[config.mk]
export PLATFORM = sky130hd
export DESIGN_NAME = counter_sched
export DESIGN_NICKNAME = d
export VERILOG_FILES = /design/src/rtl/counter_sched_pkg.sv /design/src/rtl/counter_sched_rr_arbiter.sv /design/src/rtl/counter_sched.sv
export SDC_FILE = /design/constraint.sdc
export NUM_CORES = 1
export LEC_CHECK = 0
export BUFFER_PORTS_ARGS = -buffer_cell sky130_fd_sc_hd__buf_2
export CELL_PAD_IN_SITES_DETAIL_PLACEMENT = 1
export CELL_PAD_IN_SITES_GLOBAL_PLACEMENT = 1
export CORE_MARGIN = 2
export CORE_UTILIZATION = 34
export DETAILED_ROUTE_END_ITERATION = 6
export PLACE_DENSITY_LB_ADDON = 0.05
export SYNTH_ARGS = -nofsm -noshare
export SYNTH_HDL_FRONTEND = slang
export SYNTH_SLANG_ARGS = --single-unit
[constraint.sdc]
create_clock -name clk -period 2.75 [get_ports clk]
set_clock_uncertainty 0.1 [all_clocks]
set_input_delay 0.4125 -clock clk [delete_from_list [all_inputs] [get_ports clk]]
set_output_delay 0.4125 -clock clk [all_outputs]
set_load 0.1 [all_outputs]
[src/rtl/counter_sched_pkg.sv]
// counter_sched_pkg
//   Shared types and helpers for the counter scheduler and its arbiter.
//   - state_e   : scheduler FSM state (IDLE -> LOAD -> RUN -> DONE -> IDLE)
//   - id_width  : bit width needed to index a set of n requesters
package counter_sched_pkg;

  typedef enum logic [1:0] {
    IDLE = 2'd0,
    LOAD = 2'd1,
    RUN  = 2'd2,
    DONE = 2'd3
  } state_e;

  // Never returns 0 so a requester index always has at least one bit.
  function automatic int id_width(input int n);
    return (n > 1) ? $clog2(n) : 1;
  endfunction

endpackage

[src/rtl/counter_sched_rr_arbiter.sv]
// rr_arbiter
//   Combinational round-robin arbiter. The search starts one position after
//   last_grant and wraps, so the most recently served requester has the
//   lowest priority.
//   Ports:
//     req        in  N    request vector
//     last_grant in  IDW  index of the previously granted requester
//     grant      out N    one-hot grant (all zero when nothing requested)
//     grant_idx  out IDW  index of the granted requester
//     any_grant  out 1    at least one request present
module rr_arbiter
  import counter_sched_pkg::*;
#(
  parameter  int N   = 4,
  localparam int IDW = id_width(N)
) (
  input  logic [N-1:0]   req,
  input  logic [IDW-1:0] last_grant,
  output logic [N-1:0]   grant,
  output logic [IDW-1:0] grant_idx,
  output logic           any_grant
);

  // Requests rotated so that position 0 is the highest-priority slot.
  logic [IDW-1:0] rot_idx [N];
  logic [N-1:0]   rot_req;

  genvar gi;
  generate
    for (gi = 0; gi < N; gi++) begin : g_rot
      // last_grant + 1 + gi lies below 2N, so one conditional subtract wraps it.
      logic [IDW:0] sum;
      assign sum          = {1'b0, last_grant} + (IDW+1)'(gi + 1);
      assign rot_idx[gi]  = (sum >= (IDW+1)'(N)) ? IDW'(sum - (IDW+1)'(N))
                                                 : sum[IDW-1:0];
      assign rot_req[gi]  = req[rot_idx[gi]];
    end
  endgenerate

  always_comb begin
    grant     = '0;
    grant_idx = '0;
    any_grant = |rot_req;
    // Scan from lowest priority to highest so the highest set slot wins.
    for (int k = N - 1; k >= 0; k--) begin
      if (rot_req[k]) begin
        grant_idx = rot_idx[k];
      end
    end
    if (any_grant) begin
      grant[grant_idx] = 1'b1;
    end
  end

endmodule

[src/rtl/counter_sched.sv]
// counter_sched
//   Round-robin scheduler time-sharing one WIDTH-bit up-counter among
//   NUM_REQ requesters. A granted job of N ticks loads the counter with
//   2^WIDTH - N, enables it until overflow, then pulses done to the owner.
//   Ports:
//     clk           in  1              clock
//     rst           in  1              synchronous active-high reset
//     req_valid     in  NUM_REQ        per-requester request
//     req_interval  in  NUM_REQ*WIDTH  flattened intervals, slice i = req i
//     req_ready     out NUM_REQ        one-hot acceptance (IDLE only)
//     done          out NUM_REQ        one-cycle completion pulse
//     busy          out 1              FSM not in IDLE
//     active_id     out IDW            granted requester, valid while busy
//     cnt_load      out 1              counter load strobe
//     cnt_load_data out WIDTH          counter load value
//     cnt_enable    out 1              counter enable
//     cnt_overflow  in  1              counter overflow flag
module counter_sched
  import counter_sched_pkg::*;
#(
  parameter  int NUM_REQ = 4,
  parameter  int WIDTH   = 8,
  localparam int IDW     = id_width(NUM_REQ)
) (
  input  logic                     clk,
  input  logic                     rst,
  input  logic [NUM_REQ-1:0]       req_valid,
  input  logic [NUM_REQ*WIDTH-1:0] req_interval,
  output logic [NUM_REQ-1:0]       req_ready,
  output logic [NUM_REQ-1:0]       done,
  output logic                     busy,
  output logic [IDW-1:0]           active_id,
  output logic                     cnt_load,
  output logic [WIDTH-1:0]         cnt_load_data,
  output logic                     cnt_enable,
  input  logic                     cnt_overflow
);

  state_e         state_reg, state_next;
  logic [IDW-1:0] last_grant_reg;
  logic [IDW-1:0] active_id_reg;
  logic [WIDTH-1:0] interval_reg;

  logic [NUM_REQ-1:0] arb_grant;
  logic [IDW-1:0]     arb_idx;
  logic               arb_any;
  logic               handshake;

  logic [WIDTH-1:0] interval_arr [NUM_REQ];

  genvar gi;
  generate
    for (gi = 0; gi < NUM_REQ; gi++) begin : g_unpack
      assign interval_arr[gi] = req_interval[gi*WIDTH +: WIDTH];
    end
  endgenerate

  rr_arbiter #(.N(NUM_REQ)) u_arb (
    .req        (req_valid),
    .last_grant (last_grant_reg),
    .grant      (arb_grant),
    .grant_idx  (arb_idx),
    .any_grant  (arb_any)
  );

  // A grant is never advertised while reset is asserted, since reset wins
  // over the IDLE -> LOAD transition.
  assign handshake = (state_reg == IDLE) && arb_any && !rst;

  // State register
  always_ff @(posedge clk) begin
    if (rst) begin
      state_reg <= IDLE;
    end else begin
      state_reg <= state_next;
    end
  end

  // Grant bookkeeping; the pointer moves only on a handshake.
  always_ff @(posedge clk) begin
    if (rst) begin
      last_grant_reg <= IDW'(NUM_REQ - 1);
      active_id_reg  <= '0;
      interval_reg   <= '0;
    end else if (handshake) begin
      last_grant_reg <= arb_idx;
      active_id_reg  <= arb_idx;
      interval_reg   <= interval_arr[arb_idx];
    end
  end

  // Next-state logic
  always_comb begin
    state_next = state_reg;
    case (state_reg)
      IDLE:    if (handshake) state_next = LOAD;
      LOAD:    state_next = RUN;
      RUN:     if (cnt_overflow) state_next = DONE;
      DONE:    state_next = IDLE;
      default: state_next = IDLE;
    endcase
  end

  // Output logic
  always_comb begin
    req_ready     = '0;
    done          = '0;
    cnt_load      = 1'b0;
    cnt_load_data = '0;
    cnt_enable    = 1'b0;
    case (state_reg)
      IDLE: begin
        if (handshake) req_ready = arb_grant;
      end
      LOAD: begin
        // Two's complement of N: the counter wraps after exactly N ticks,
        // and N = 0 loads 0 for a full 2^WIDTH-tick period.
        cnt_load      = 1'b1;
        cnt_load_data = WIDTH'(0) - interval_reg;
      end
      RUN: begin
        // Dropping enable on overflow parks the counter at 0.
        cnt_enable = !cnt_overflow;
      end
      DONE: begin
        if (!rst) done[active_id_reg] = 1'b1;
      end
      default: ;
    endcase
  end

  assign busy      = (state_reg != IDLE);
  assign active_id = active_id_reg;

endmodule

==> results.md <==
* Run status: complete, no violations
* WHS at 0.346 ns
* Post-synth top area cell: dfxtp_1
* Clk root buf: clkbuf_4
* Dpl hpwl at 2.62 mm
* CP cell instances: inv_1 -> ha_1 -> nand2_1 -> nor2_2 -> nand2_4 -> nor2_2 -> clkbuf_4
* Pleak at 0.770 nW
* Critical-path maximum fanout at 9
* ANT cells at 0
* Die Span X at ~62 µm
* Area Growth Syn to Fin at 36.3%
* Synthesized area per cell at 9.34 µm²
* Via count at 1120
* Final period utilization at a little over 90%
* PortBufs at 59
* H-tree levels at 1
* Multi-input logic area at 817 µm²
* DIE HEIGHT at ~62 µm
* Buf/Inv on CP at 2
* Placed Cells at approximately 220
* Clock slew at reported path FFs at 0.09 ns
* Setup-failing EPs final at 0
* Total Nets Final at 227
* TritonCTS Buffers at 3
* Required time of the critical path at between 2 and 2.5 ns
* Clk sink count at 14
* Fillers at just over 400
* Cell Rows at 21
* Pre-antenna DRT Iters at 4
* Slowest stage delay, CP at 0.35 ns
* First-pass GRT wire length at 5.16 mm
* Worst Setup Path Type: register to primary output
* Largest delay share family, worst path: simple AND/OR/NAND/NOR gates
* RSZ-0062 raised after global routing: no
* Initial Util at 34.7%
* Yosys reg bits at 14
* Seq/Total Area, Yosys at 24.6%
* Largest net degree at the start of global routing at 15
* Unique masters post-synth at 38
* Max VDD drop at 0.454 mV
* Post-synthesis cell area at 1140 µm²
* Count leader, synth: mux2i_1
* Hold WC Path Type: input pin to register
* Worst Tran Pin Value at 0.538 ns
* FF+latch area at about 280 µm²
* Top cells by area, synth: dfxtp_1, mux2i_1, o221ai_2
* Number of global-route vias before repair at approximately 1100
* Num ports at 60
* Wire length per cell at between 10 and 15 µm
* Clock Latency Late Sink at 0.28 ns
* Max Cap Viol at 0
* Cts-stage hold buffer count at 0
* Initial antenna violation count at 0
* DRC at 0
* Synthesized net count at about 170
* Die Area at 3830 µm²
* Slew margin rel. at 64.0%
* Via/cell ratio at a little under 5
* Worst EP arrival at just over 2 ns
* Syn Inst Count at 122
* CTS Buffer Depth at 2
* Setup crit start kind: register
* Predominant post-synthesis flop cell: dfxtp_1
* Largest register FFs at 8
* Period minus WS final at 2.57 ns
* Final wirelength at 3.14 mm
* TritonCTS clock tree: done
* Post-CTS sizing at 0
* Slowest-stage cell, CP: dfxtp_1
* Post-CTS Setup Bufs at 0
* FFs w/ async S/R, synth at 0%
* Synth top area share at 24.6%
* Peak Freq at 0.389 GHz
* Routability cong. at 0.702
* Tot GR Track Use at 18.2%
* Grt total ovfl at 0
* Slew Viols, Final at 0
* Commonest cells post-synth: mux2i_1, dfxtp_1, nand2_1
* Cell Pwr Density at between 1000 and 1500 nW/µm²
* Share of post-route cells with drive strength above 1 at 48.4%
* Post-synth EDFFs at 0
* Worst Setup End Kind: primary output
* Core area at roughly 3300 µm²
* Non-Filler Instances at 228
* Final Hold Viols at 0
* DRT iter0 DRCs at 24
* Ys Warns at 0
* R2R setup slack at 0.67 ns
* Number of routed nets with antenna violations at 0
* Cell mode on critical path: nor2_2
[where the power goes]
| part | switching (mW) | internal (mW) |
|---|---|---|
| sequential | 0.103 | 0.296 |
| combinational | 1.19 | 0.440 |
| clock | 0.0685 | 0.0805 |
| total | 1.36 | 0.816 |
[through the flow]
stage | power, mW | setup TNS [ns] | worst slack (ns) | instance area, µm² | utilization (%)
finish | 2.18 | 0 | 0.178 | 1550 | 47.3
global placement | 1.99 | 0 | 0.403 | 1510 | 46.0
CTS | 2.20 | 0 | 0.0619 | 1550 | 47.1
floorplan | 1.77 | -1.69 | -0.686 | 1160 | -
detailed placement | 2.04 | 0 | 0.365 | 1510 | 46.0
global route | 2.34 | 0 | 0.0188 | 1550 | 47.3
[cells by family after synthesis]
family | share of synthesized area (%)
flip-flops | 24.6
AO/OA/AOI/OAI | 19.2
adder cells (fa/ha/maj) | 5.49
AND/OR/NAND/NOR | 26.0
multiplexers | 15.8
XOR/XNOR | 3.07
buffers and inverters | 5.82
[area by class of cell]
class	instances	share of cell area, %
Multi-Input combinational cell	98	52.6
Clock buffer	4	2.33
Sequential cell	14	18.0
Timing Repair Buffer	60	21.9
Inverter	6	1.45
Tap cell	46	3.70
[final timing paths]
path                          start         endpoint  cells after the start
hold / removal                  rst     state_reg[1]                      2
setup reg to reg  last_grant_reg[1]  interval_reg[2]                      6
setup / recovery       state_reg[0]     req_ready[0]                      7
hold reg to reg     interval_reg[7]  interval_reg[7]                      2
[layer usage]
metal  up-vias  wire [µm]  GRT usage (%)
met3         2        158           2.48
li1        560          -              -
met4         0         18           5.47
met1       525       1380           23.5
met2        33       1580           31.3
met5         -          0              0
[placed cells by master, fill, tap and decap left out, types with 3 or more instances in the layout]
cell type   n
nand2b_1    4
nor2_1      7
and2_1      6
clkbuf_4    6
ha_1        5
o221ai_2    8
inv_1       6
nor3_1      3
nand2_1    12
mux2i_1    18
nor2_2      3
buf_2      54
a21oi_1     3
dfxtp_1    14
Power figures use the tool's default switching activity.
